===== src/rtl/pwm_pkg.sv =====
// Shared types and constants for the PWM compare block and its wrap detector.
package pwm_pkg;

    localparam int unsigned CNT_W      = 8;
    localparam int unsigned PCNT_W_DEF = 16;

    localparam logic [CNT_W-1:0]      CNT_MAX  = {CNT_W{1'b1}};
    localparam logic [PCNT_W_DEF-1:0] PCNT_MAX = {PCNT_W_DEF{1'b1}};

    typedef enum logic [1:0] {
        ST_IDLE = 2'b00,
        ST_SYNC = 2'b01,
        ST_RUN  = 2'b10
    } pwm_state_e;

endpackage


===== src/rtl/pwm_compare_wrap_detect.sv =====
// Detects the all-ones -> zero transition of a free-running up-count.
module wrap_detect
    import pwm_pkg::*;
#(
    parameter int unsigned WIDTH = CNT_W
) (
    input  logic             clk,
    input  logic             rst,
    input  logic [WIDTH-1:0] count_i,
    output logic             wrap_det_c
);

    localparam logic [WIDTH-1:0] ALL_ONES = {WIDTH{1'b1}};

    logic [WIDTH-1:0] prev_q;

    always_ff @(posedge clk or negedge rst) begin
        if (!rst) begin
            prev_q <= '0;
        end else begin
            prev_q <= count_i;
        end
    end

    // An upstream counter reset from any value other than all-ones is not a wrap.
    assign wrap_det_c = (prev_q == ALL_ONES) && (count_i == '0);

endmodule


===== src/rtl/pwm_compare.sv =====
// PWM generator driven by an external up-count; duty updates are shadowed and applied at wrap.
module pwm_compare
    import pwm_pkg::*;
#(
    parameter int unsigned      WIDTH     = CNT_W,
    parameter logic [WIDTH-1:0] INIT_DUTY = '0,
    parameter int unsigned      PCNT_W    = PCNT_W_DEF
) (
    input  logic              clk,
    input  logic              rst,
    input  logic              en,
    input  logic [WIDTH-1:0]  count,
    input  logic [WIDTH-1:0]  duty_in,
    input  logic              duty_valid,
    output logic              duty_ready,
    output logic              pwm,
    output logic              wrap,
    output logic [PCNT_W-1:0] period_cnt
);

    localparam logic [PCNT_W-1:0] PCNT_SAT = {PCNT_W{1'b1}};

    pwm_state_e        state_q, state_d;
    logic [WIDTH-1:0]  active_q, active_d;
    logic [WIDTH-1:0]  shadow_q, shadow_d;
    logic              pending_q, pending_d;
    logic              pwm_q, pwm_d;
    logic              wrap_q, wrap_d;
    logic [PCNT_W-1:0] pcnt_q, pcnt_d;

    logic              wrap_det;
    logic              xfer;
    logic [WIDTH-1:0]  duty_eff;

    wrap_detect #(
        .WIDTH (WIDTH)
    ) u_wrap_detect (
        .clk        (clk),
        .rst        (rst),
        .count_i    (count),
        .wrap_det_c (wrap_det)
    );

    assign xfer = duty_valid && !pending_q;

    // Duty used for the period that starts at this wrap; a same-cycle transfer bypasses the shadow.
    always_comb begin
        duty_eff = active_q;
        if (wrap_det && pending_q) begin
            duty_eff = shadow_q;
        end else if (wrap_det && xfer) begin
            duty_eff = duty_in;
        end
    end

    always_ff @(posedge clk or negedge rst) begin
        if (!rst) begin
            state_q   <= ST_IDLE;
            active_q  <= INIT_DUTY;
            shadow_q  <= INIT_DUTY;
            pending_q <= 1'b0;
            pwm_q     <= 1'b0;
            wrap_q    <= 1'b0;
            pcnt_q    <= '0;
        end else begin
            state_q   <= state_d;
            active_q  <= active_d;
            shadow_q  <= shadow_d;
            pending_q <= pending_d;
            pwm_q     <= pwm_d;
            wrap_q    <= wrap_d;
            pcnt_q    <= pcnt_d;
        end
    end

    always_comb begin
        state_d   = state_q;
        active_d  = active_q;
        shadow_d  = shadow_q;
        pending_d = pending_q;
        pwm_d     = 1'b0;
        wrap_d    = 1'b0;
        pcnt_d    = pcnt_q;

        if (!en) begin
            // Disable wins; a shadowed value survives to be applied after re-sync.
            state_d = ST_IDLE;
            pcnt_d  = '0;
            if (xfer) begin
                shadow_d = duty_in;
                if (state_q == ST_IDLE) begin
                    active_d = duty_in;
                end else begin
                    pending_d = 1'b1;
                end
            end
        end else begin
            unique case (state_q)
                ST_IDLE: begin
                    pcnt_d  = '0;
                    state_d = ST_SYNC;
                    if (xfer) begin
                        shadow_d = duty_in;
                        active_d = duty_in;
                    end
                end
                ST_SYNC: begin
                    if (wrap_det) begin
                        // The wrap edge is the first cycle of the first full period.
                        state_d   = ST_RUN;
                        active_d  = duty_eff;
                        shadow_d  = duty_eff;
                        pending_d = 1'b0;
                        pwm_d     = (count < duty_eff);
                    end else if (xfer) begin
                        shadow_d  = duty_in;
                        pending_d = 1'b1;
                    end
                end
                ST_RUN: begin
                    pwm_d = (count < duty_eff);
                    if (wrap_det) begin
                        active_d  = duty_eff;
                        shadow_d  = duty_eff;
                        pending_d = 1'b0;
                        wrap_d    = 1'b1;
                        if (pcnt_q != PCNT_SAT) begin
                            pcnt_d = pcnt_q + PCNT_W'(1);
                        end
                    end else if (xfer) begin
                        shadow_d  = duty_in;
                        pending_d = 1'b1;
                    end
                end
                default: begin
                    state_d = ST_IDLE;
                end
            endcase
        end
    end

    assign duty_ready = !pending_q;
    assign pwm        = pwm_q;
    assign wrap       = wrap_q;
    assign period_cnt = pcnt_q;

endmodule


===== config.mk =====
export PLATFORM = sky130hd
export DESIGN_NAME = pwm_compare
export DESIGN_NICKNAME = d
export VERILOG_FILES = /design/src/rtl/pwm_pkg.sv /design/src/rtl/pwm_compare_wrap_detect.sv /design/src/rtl/pwm_compare.sv
export SDC_FILE = /design/constraint.sdc
export NUM_CORES = 1
export LEC_CHECK = 0
export BUFFER_PORTS_ARGS = -buffer_cell sky130_fd_sc_hd__buf_4
export CORE_ASPECT_RATIO = 1.25
export CORE_MARGIN = 2
export CORE_UTILIZATION = 40
export DETAILED_ROUTE_END_ITERATION = 16
export MAX_ROUTING_LAYER = met4
export PLACE_DENSITY_LB_ADDON = 0.08
export SLEW_MARGIN = 20
export SYNTH_ARGS = -nofsm -noshare
export SYNTH_HDL_FRONTEND = slang
export SYNTH_SLANG_ARGS = --single-unit

===== constraint.sdc =====
create_clock -name clk -period 3.24 [get_ports clk]
set_input_delay 0.486 -clock clk [delete_from_list [all_inputs] [get_ports clk]]
set_output_delay 0.486 -clock clk [all_outputs]
set_load 0.005 [all_outputs]

==> reports/results.env, run 1 <==
FINALINSTANCEAREA_SQ_MM=0.00337
SHARE_COMB_OF_TOTAL_POWER_PCT=46.9
YS_SEQ_AREA_SHARE_PCT=41.6
SEQUENTIALPOWERSHARE_PCT=36.5
POST-ROUTE-PERIOD-UTIL_PCT=93.0
CRIT_ARRIVAL_PS=3220
GRT_MAX_DEGREE=46
CTS_TREE='built'
POST_SYNTH_DESIGN_CELL_AREA_SQ_MM=0.00271
RUN_STATUS='finished, final reports clean'
CTS.PATH.MAX_BUFFERS=2
CTS-BUFFERS-INSERTED=5
LEAK_nW=1.43
WORST_PATH_MOST_REPEATED_CELL='sky130_fd_sc_hd__or4_4'
SYN-MEAN-INSTANCE-AREA_SQ_UM=9.24
POST-ROUTE-MIN-PERIOD_PS=3010
NUM_VIAS=2412
FMAXACHIEVABLE_GHz=0.332
START_KIND='input port'
FINALPOWER_mW=2.12
FIRST_PASS_ITERS=4
POWER-PER-CELL-AREA_mW_PER_MM2=629
NETLIST.TOP_CELL.BY_AREA='sky130_fd_sc_hd__dfrtp_1'
DRT_ITER0_MARKERS=98
TIMING_HOLD_VIOLATIONS_FINAL=0
DIE_W_UM=77.6
DIE_AREA_SQ_MM=0.00744
FLOORPLAN.IO_PINS=39
POWER_SWITCHING_SHARE_PCT=38.5
DESIGN.FINAL.NETS=381
CLOCK_SINKS=45
ANTENNA_FOUND_INITIAL=0
DRIVE_ABOVE_1_SHARE_PCT=25.3
P_SW_uW=817
SYNTHTOLAYOUTAREAGROWTH_PCT=24.7
TOTALWIRELENGTH_MM=6.84
GRT_FIRST_PASS_WIRELENGTH_MM=11.5
TIMING.MAX_SLEW.REL_SLACK_PCT=54.2
ROOT_BUFFER='sky130_fd_sc_hd__clkbuf_8'
POWER.IR.VDD_WORST_mV=0.398
N_ANTENNA_CELL=0
DIE_Y_UM=96.0
HOLD_SLACK_PS=198
CTS-HTREE-LEVELS=2
CLOCK_SKEW_PS=11.9
TIMING.MAX_CAP.VIOLATIONS=0
FLOORPLAN.ROWS=33
DRV_SLEW=0
DRC=0
FIRST_GLOBAL_VIAS=2369
CELL_BY_CELL_LISTING_OF_THE_CRITICAL_PATH='buf_4 -> or4_4 -> or4_4 -> nand2_1 -> and3_4 -> ha_1 -> a211o_1 -> o22ai_2 -> nor3_1 -> or3_1 -> a21oi_1'
SYNTHDOMINANTCELLAREASHARE_PCT=41.6
ANT_NETS=0
MIN_PATH_TYPE='in -> async'
BUFFER_PORTS.INSERTED=38
GLOBAL_ROUTE.USAGE.TOTAL_PCT=20.4
FLOORPLAN.INITIALDENSITY_PCT=41.2
FLOORPLAN.CORE_AREA_SQ_MM=0.00657
DETAIL_ROUTED_VIA_COUNT_PER_CELL=5.54
RSZ_0062_RAISED_AFTER_GLOBAL_ROUTING='false'
INTPOWER_mW=1.31
PLACED_AREA_SQ_MM=0.00329
WORSTMARGINPINSLEW_PS=687
SYNTH-SEQ-CELLS=45
CRIT_REQUIRED_PS=3450
SYNTH.LIB_CELLS_USED.DISTINCT=37
WORSTSETUPENDPOINTTYPE='flip-flop'
SYNTH_AREA_LEADERS='sky130_fd_sc_hd__dfrtp_1 42%, sky130_fd_sc_hd__ha_1 6.0%, sky130_fd_sc_hd__nand2_1 5.7%'
MULTI_INPUT_COMB_AREA_SQ_MM=0.00154
GLOBALROUTEOVERFLOWTOTAL=0
CP_SLOWEST_CELL='sky130_fd_sc_hd__or4_4'
SETUP_VIOL=0
CLK_TRANSITION_REPORTED_PATHS_PS=90
CTSHOLDBUFFERS=0
MAPPEDNETLISTNETS=326
DP.FINAL_HPWL_MM=4.96
CTS_RESIZED=0
WL_PER_CELL_UM=15.7
POWER_FRAC_CLOCK_PCT=16.6
FF_LATCH_AREA_SQ_MM=0.00113
POSTSYNTHCELLCOUNT=293
SYNTHESIS.YOSYS.WARNINGS=0
CPPEAKSTAGEDELAY_PS=610
CRITICAL_PATH_PEAK_FANOUT=7
CTS.REPAIR_TIMING.SETUP_BUFFER_COUNT=0
PATH_CLASS='in -> reg'
INSERTION_DELAY_PS=300
LAYOUT.FILLER_CELLS=634
ROUTABILITY_CONG=0.933
[worst paths after layout]
check	startpoint	to	slack, ps	cells after the start
max in group asynchronous	rst	active_q[7]$_DFFE_PN0P_	2650	1
min in group clk	count[2]	u_wrap_detect.prev_q[2]$_DFF_PN0_	340	1
setup / recovery	count[7]	pwm$_DFF_PN0_	230	11
hold / removal	rst	shadow_q[2]$_DFFE_PN0P_	200	1
setup reg to reg	u_wrap_detect.prev_q[1]$_DFF_PN0_	pwm$_DFF_PN0_	600	10
hold reg to reg	active_q[0]$_DFFE_PN0P_	active_q[0]$_DFFE_PN0P_	540	2
[critical path, delay by kind of cell]
kind                       cells  cell delay (ps)
and+or+nand+nor                6             1810
AOI/OAI and AO/OA              3              560
adders and majority gates      1              240
buffers and inverters          1              110
[cell families (layout without fill, tap and decap cells)]
| group | count (synthesis) | in the layout | synth area share, % |
|---|---|---|---|
| xor gates and xnor gates | 2 | 2 | 0.647 |
| AOI/OAI and AO/OA | 69 | 69 | 18.5 |
| muxes | 14 | 14 | 5.18 |
| DFF | 45 | 45 | 41.6 |
| and+or+nand+nor | 128 | 128 | 24.1 |
| adders and majority gates | 13 | 13 | 6.01 |
| buffers and inverters | 22 | 77 | 3.93 |
[power by group through the flow]
stage / Clock [mW] / Combinational, mW / Sequential (mW)
floorplan: 0 / 0.681 / 0.748
global placement: 0 / 0.979 / 0.787
detailed placement: 0 / 0.998 / 0.786
CTS: 0.370 / 1.00 / 0.775
global route: 0.394 / 1.13 / 0.791
finish: 0.353 / 0.995 / 0.776
[routing by layer]
metal	part of all wire (%)	track usage (%)	up-vias
li1	-	-	1177
met1	42	22.9	1169
met2	52	36.4	53
met3	3.4	3.19	13
met4	2.9	8.63	0
met5	0	-	-
[layout by cell type (no fill, tap or decap), types with 4 or more instances in the layout]
| master | Yosys | layout |
|---|---|---|
| sky130_fd_sc_hd__nor2_1 | 13 | 13 |
| sky130_fd_sc_hd__o21ai_0 | 7 | 7 |
| sky130_fd_sc_hd__or3_1 | 4 | 4 |
| sky130_fd_sc_hd__ha_1 | 13 | 11 |
| sky130_fd_sc_hd__nand3_1 | 22 | 22 |
| sky130_fd_sc_hd__nand4_1 | 8 | 8 |
| sky130_fd_sc_hd__dfrtp_1 | 45 | 45 |
| sky130_fd_sc_hd__o211ai_1 | 7 | 7 |
| sky130_fd_sc_hd__buf_4 | 2 | 62 |
| sky130_fd_sc_hd__a211oi_2 | 5 | 5 |
| sky130_fd_sc_hd__a32oi_1 | 8 | 8 |
| sky130_fd_sc_hd__and3_1 | 9 | 5 |
| sky130_fd_sc_hd__and3_4 | 0 | 4 |
| sky130_fd_sc_hd__a211oi_1 | 10 | 10 |
| sky130_fd_sc_hd__mux2i_1 | 14 | 14 |
| sky130_fd_sc_hd__nand2_1 | 41 | 41 |
| sky130_fd_sc_hd__inv_1 | 7 | 7 |
| sky130_fd_sc_hd__a21oi_1 | 20 | 19 |
| sky130_fd_sc_hd__nand2b_1 | 11 | 11 |
| sky130_fd_sc_hd__clkbuf_8 | 0 | 6 |
| sky130_fd_sc_hd__nor2b_1 | 12 | 12 |
[registers in the layout, indices dropped and copies added (netlist names)]
name                  flops
period_cnt               16
wrap                      1
shadow_q                  8
pending_q                 1
state_q                   2
active_q                  8
u_wrap_detect.prev_q      8
pwm                       1
[per-stage QoR]
| stage | setup slack, ps | util [%] | instances | TNS, ps |
|---|---|---|---|---|
| finish | 228 | 51.4 | 435 | 0 |
| global route | 115 | 51.4 | 435 | 0 |
| CTS | 225 | 51.4 | 435 | 0 |
| detailed placement | -81.0 | 50.1 | 428 | -81.0 |
| global placement | 5.72 | 50.1 | 428 | 0 |
| floorplan | 10.9 | - | 293 | 0 |
[Yosys cell counts, drive strengths merged]
cell type and count:
a2111oi 2, nand2b 11, nor2b 12, dfrtp 45
mux2i 14, a21o 2, o22ai 1, and3 9
xnor2 2, and2 2, nor2 13, inv 7
clkbuf 9, a211o 3, or4 3, or3 4
nand2 41, a32oi 8, o221ai 1, nand3 22
buf 6, o21ai 7, nand4 8, o211ai 7
nor4 1, ha 13, o21a 2, a21oi 21
nor3 2, a211oi 15
[layout make-up]
class	count	share of cell area, %
Inverter	7	0.779
Multi-Input combinational cell	226	45.7
Clock buffer	7	2.56
Sequential cell	45	33.4
Tap cell	87	3.23
Timing Repair Buffer	63	14.4
Power figures use the tool's default switching activity.
==> inputs of run 2 (changes only) <==
Settings changed: CELL_PAD_IN_SITES_DETAIL_PLACEMENT set to 1, CELL_PAD_IN_SITES_GLOBAL_PLACEMENT set to 2, CORE_UTILIZATION 40 to 35.
==> reports/results.env, run 2 (synthesis gave the netlist of run 1 again) <==
DIE_AREA_SQ_MM=0.00846  # +14%
FIRST_PASS_ITERS=4  # unchanged
CTS_RESIZED=0  # unchanged
SHARE_COMB_OF_TOTAL_POWER_PCT=46.4  # -0.5 points
POWER.IR.VDD_WORST_mV=0.329  # -17%
CRITICAL_PATH_PEAK_FANOUT=18  # +11
GRT_MAX_DEGREE=46  # unchanged
MOST_FREQUENT_CELLS_IN_THE_LAYOUT='63 x sky130_fd_sc_hd__buf_4, 45 x sky130_fd_sc_hd__dfrtp_1, 41 x sky130_fd_sc_hd__nand2_1, 22 x sky130_fd_sc_hd__nand3_1, 19 x sky130_fd_sc_hd__a21oi_1'
CTS.REPAIR_TIMING.SETUP_BUFFER_COUNT=0  # unchanged
FLOORPLAN.INITIALDENSITY_PCT=36.4  # -4.9 points
DPL.CELL_COUNT=434  # +1.4%
CELL_BY_CELL_LISTING_OF_THE_CRITICAL_PATH='buf_4 -> or4_4 -> nor4_4 -> buf_12 -> nand3_1 -> and3_4 -> ha_4 -> nand4_1 -> o21ai_0 -> or3_1 -> or3_1 -> a21oi_1'
CTS_TREE='built'
ANTENNA_FOUND_INITIAL=0  # unchanged
ROUTED.TOP_LAYER='met4'
CLOCK_SINKS=45  # unchanged
LAYOUTNONFILLERINSTCOUNT=442  # +1.6%
TOTALWIRELENGTH_MM=7.74  # +13%
CTS-BUFFERS-INSERTED=5  # unchanged
WL_PER_CELL_UM=17.5  # +11%
SEQUENTIALPOWERSHARE_PCT=35.6  # -0.9 points
WORSTMARGINPINSLEW_PS=677  # -10.6 ps
CRIT_PATH_BUFFERS_INVERTERS=2  # +1
LARGEST_REGISTER_FF_COUNT=16  # unchanged
CTS-HTREE-LEVELS=2  # unchanged
BUFFER_PORTS.INSERTED=38  # unchanged
ROOT_BUFFER='sky130_fd_sc_hd__clkbuf_8'
SYNTHTOLAYOUTAREAGROWTH_PCT=25.8
RSZ_0062_RAISED_AFTER_GLOBAL_ROUTING='false'
DRIVE_ABOVE_1_SHARE_PCT=26.0  # +0.71 points
DR_WL_MET3_UM=164  # -30%
FIRST_GLOBAL_VIAS=2621  # +11%
ANT_NETS=0  # unchanged
FINALPOWER_mW=2.18  # +2.8%
FLOORPLAN.CORE_AREA_SQ_MM=0.00744  # +13%
P_SW_uW=848  # +3.8%
CLK_TRANSITION_REPORTED_PATHS_PS=90  # about the same
DIE_W_UM=82.7  # +6.5%
LEAK_nW=1.44  # +0.94%
N_ANTENNA_CELL=0  # unchanged
GLOBAL_ROUTE.USAGE.TOTAL_PCT=20.7  # +0.30 points
POWER-PER-CELL-AREA_mW_PER_MM2=641  # +1.9%
HOLD_SLACK_PS=184  # -14.5 ps
POST-ROUTE-MIN-PERIOD_PS=3020  # +3.89 ps
TIMING.MAX_CAP.VIOLATIONS=0  # unchanged
WL_MET1_MM=3.14  # +9.5%
FF_LATCH_AREA_SQ_MM=0.00113  # unchanged
WORSTSETUPENDPOINTTYPE='flip-flop'
MIN_PATH_TYPE='in -> async'
MULTI_INPUT_COMB_AREA_SQ_MM=0.00154  # unchanged
DETAIL_ROUTED_VIA_COUNT_PER_CELL=5.50  # -0.77%
FLOORPLAN.IO_PINS=39  # unchanged
INSERTION_DELAY_PS=300  # about the same
TIMING_HOLD_VIOLATIONS_FINAL=0  # unchanged
CTSHOLDBUFFERS=0  # unchanged
FINAL_CORE_UTIL_PCT=45.7  # -5.7 points
CLOCK_SKEW_PS=4.36  # -7.55 ps
POWER_SWITCHING_SHARE_PCT=38.8  # +0.37 points
ROUTABILITY_CONG=0.849  # -9.0%
PATH_CLASS='in -> reg'
GLOBALROUTEOVERFLOWTOTAL=0  # unchanged
POST-PLACE-WS_PS=-84.9  # -3.92 ps
SETUP_VIOL=0  # unchanged
GRT_FIRST_PASS_WIRELENGTH_MM=12.7  # +11%
DESIGN.FINAL.NETS=382  # +0.26%
POWER_FRAC_CLOCK_PCT=18.0  # +1.4 points
RUN_STATUS='finished, final reports clean'
DP.FINAL_HPWL_MM=5.73  # +16%
MET2ROUTEDLENGTH_MM=4.24  # +20%
CRIT_REQUIRED_PS=3470  # +20 ps
DRV_SLEW=0  # unchanged
DRC=0  # unchanged
CRIT_ARRIVAL_PS=3250  # +30 ps
LAYOUT.CELLS.MOST_COMMON='sky130_fd_sc_hd__buf_4'
CPPEAKSTAGEDELAY_PS=550  # -60 ps
FLOORPLAN.ROWS=35  # +6.1%
LAYOUT.FILLER_CELLS=883  # +39%
DIE_Y_UM=102  # +6.6%
TIMING.MAX_SLEW.REL_SLACK_PCT=54.9  # +0.70 points
DRT_ITER0_MARKERS=85  # -13%
FMAXACHIEVABLE_GHz=0.332  # -0.13%
POST-ROUTE-PERIOD-UTIL_PCT=93.1  # +0.12 points
WORST_PATH_MOST_REPEATED_CELL='sky130_fd_sc_hd__or3_1'
NUM_VIAS=2432  # +0.83%
CTS.PATH.MAX_BUFFERS=2  # unchanged
FINAL_WORST_PATH_SETUP_SLACK_PS=224  # -3.89 ps
INTPOWER_mW=1.34  # +2.2%
CRIT_FAMILY='simple AND/OR/NAND/NOR gates'
CP_SLOWEST_CELL='sky130_fd_sc_hd__or4_4'
START_KIND='input port'
-- run 2: cell count changes in the layout (fill, tap and decap cells not counted) --
cell                       change
sky130_fd_sc_hd__buf_4         +1
sky130_fd_sc_hd__clkbuf_1      -1
sky130_fd_sc_hd__clkbuf_8      +1
sky130_fd_sc_hd__clkinv_2      +1
-- run 2: power groups by stage --
stage	Clock (mW)	Combinational, mW	Sequential [mW]
after floorplan	0	0.681	0.748
after global placement	0	0.993	0.785
after detailed placement	0	1.02	0.786
after CTS	0.411	1.03	0.775
after global routing	0.429	1.15	0.793
final	0.393	1.01	0.777
-- run 2: worst paths after layout --
kind                                                      to  slack, ps  cells past startpoint                               from
hold reg to reg                      active_q[0]$_DFFE_PN0P_        530                      2            active_q[0]$_DFFE_PN0P_
min in group clk           u_wrap_detect.prev_q[2]$_DFF_PN0_        320                      1                           count[2]
max in group asynchronous            shadow_q[2]$_DFFE_PN0P_       2630                      1                                rst
hold / removal                    period_cnt[12]$_DFFE_PN0P_        180                      1                                rst
setup / recovery                               pwm$_DFF_PN0_        220                     12                           count[1]
setup reg to reg                               pwm$_DFF_PN0_        570                     11  u_wrap_detect.prev_q[2]$_DFF_PN0_
-- run 2: per-stage QoR --
stage	setup TNS, ps	area (sq um)
4_1_cts	0	3400
2_1_floorplan	0	2780
6_report	0	3400
3_3_place_gp	-53.7	3300
5_1_grt	0	3400
3_5_place_dp	-84.9	3300
-- run 2: metal layers --
layer  GRT usage (%)  vias to the layer above
met5               -                        -
met4            7.31                        0
met3            2.39                       12
met2            37.7                       34
met1            22.9                     1210
li1                -                     1176
-- run 2: final cells by class --
| cell class | count | share of cell area (%) |
|---|---|---|
| Multi-Input combinational cell | 226 | 45.3 |
| Inverter | 7 | 0.772 |
| Clock buffer | 7 | 2.83 |
| Sequential cell | 45 | 33.1 |
| Clock inverter | 1 | 0.147 |
| Timing Repair Buffer | 64 | 14.5 |
| Tap cell | 92 | 3.38 |
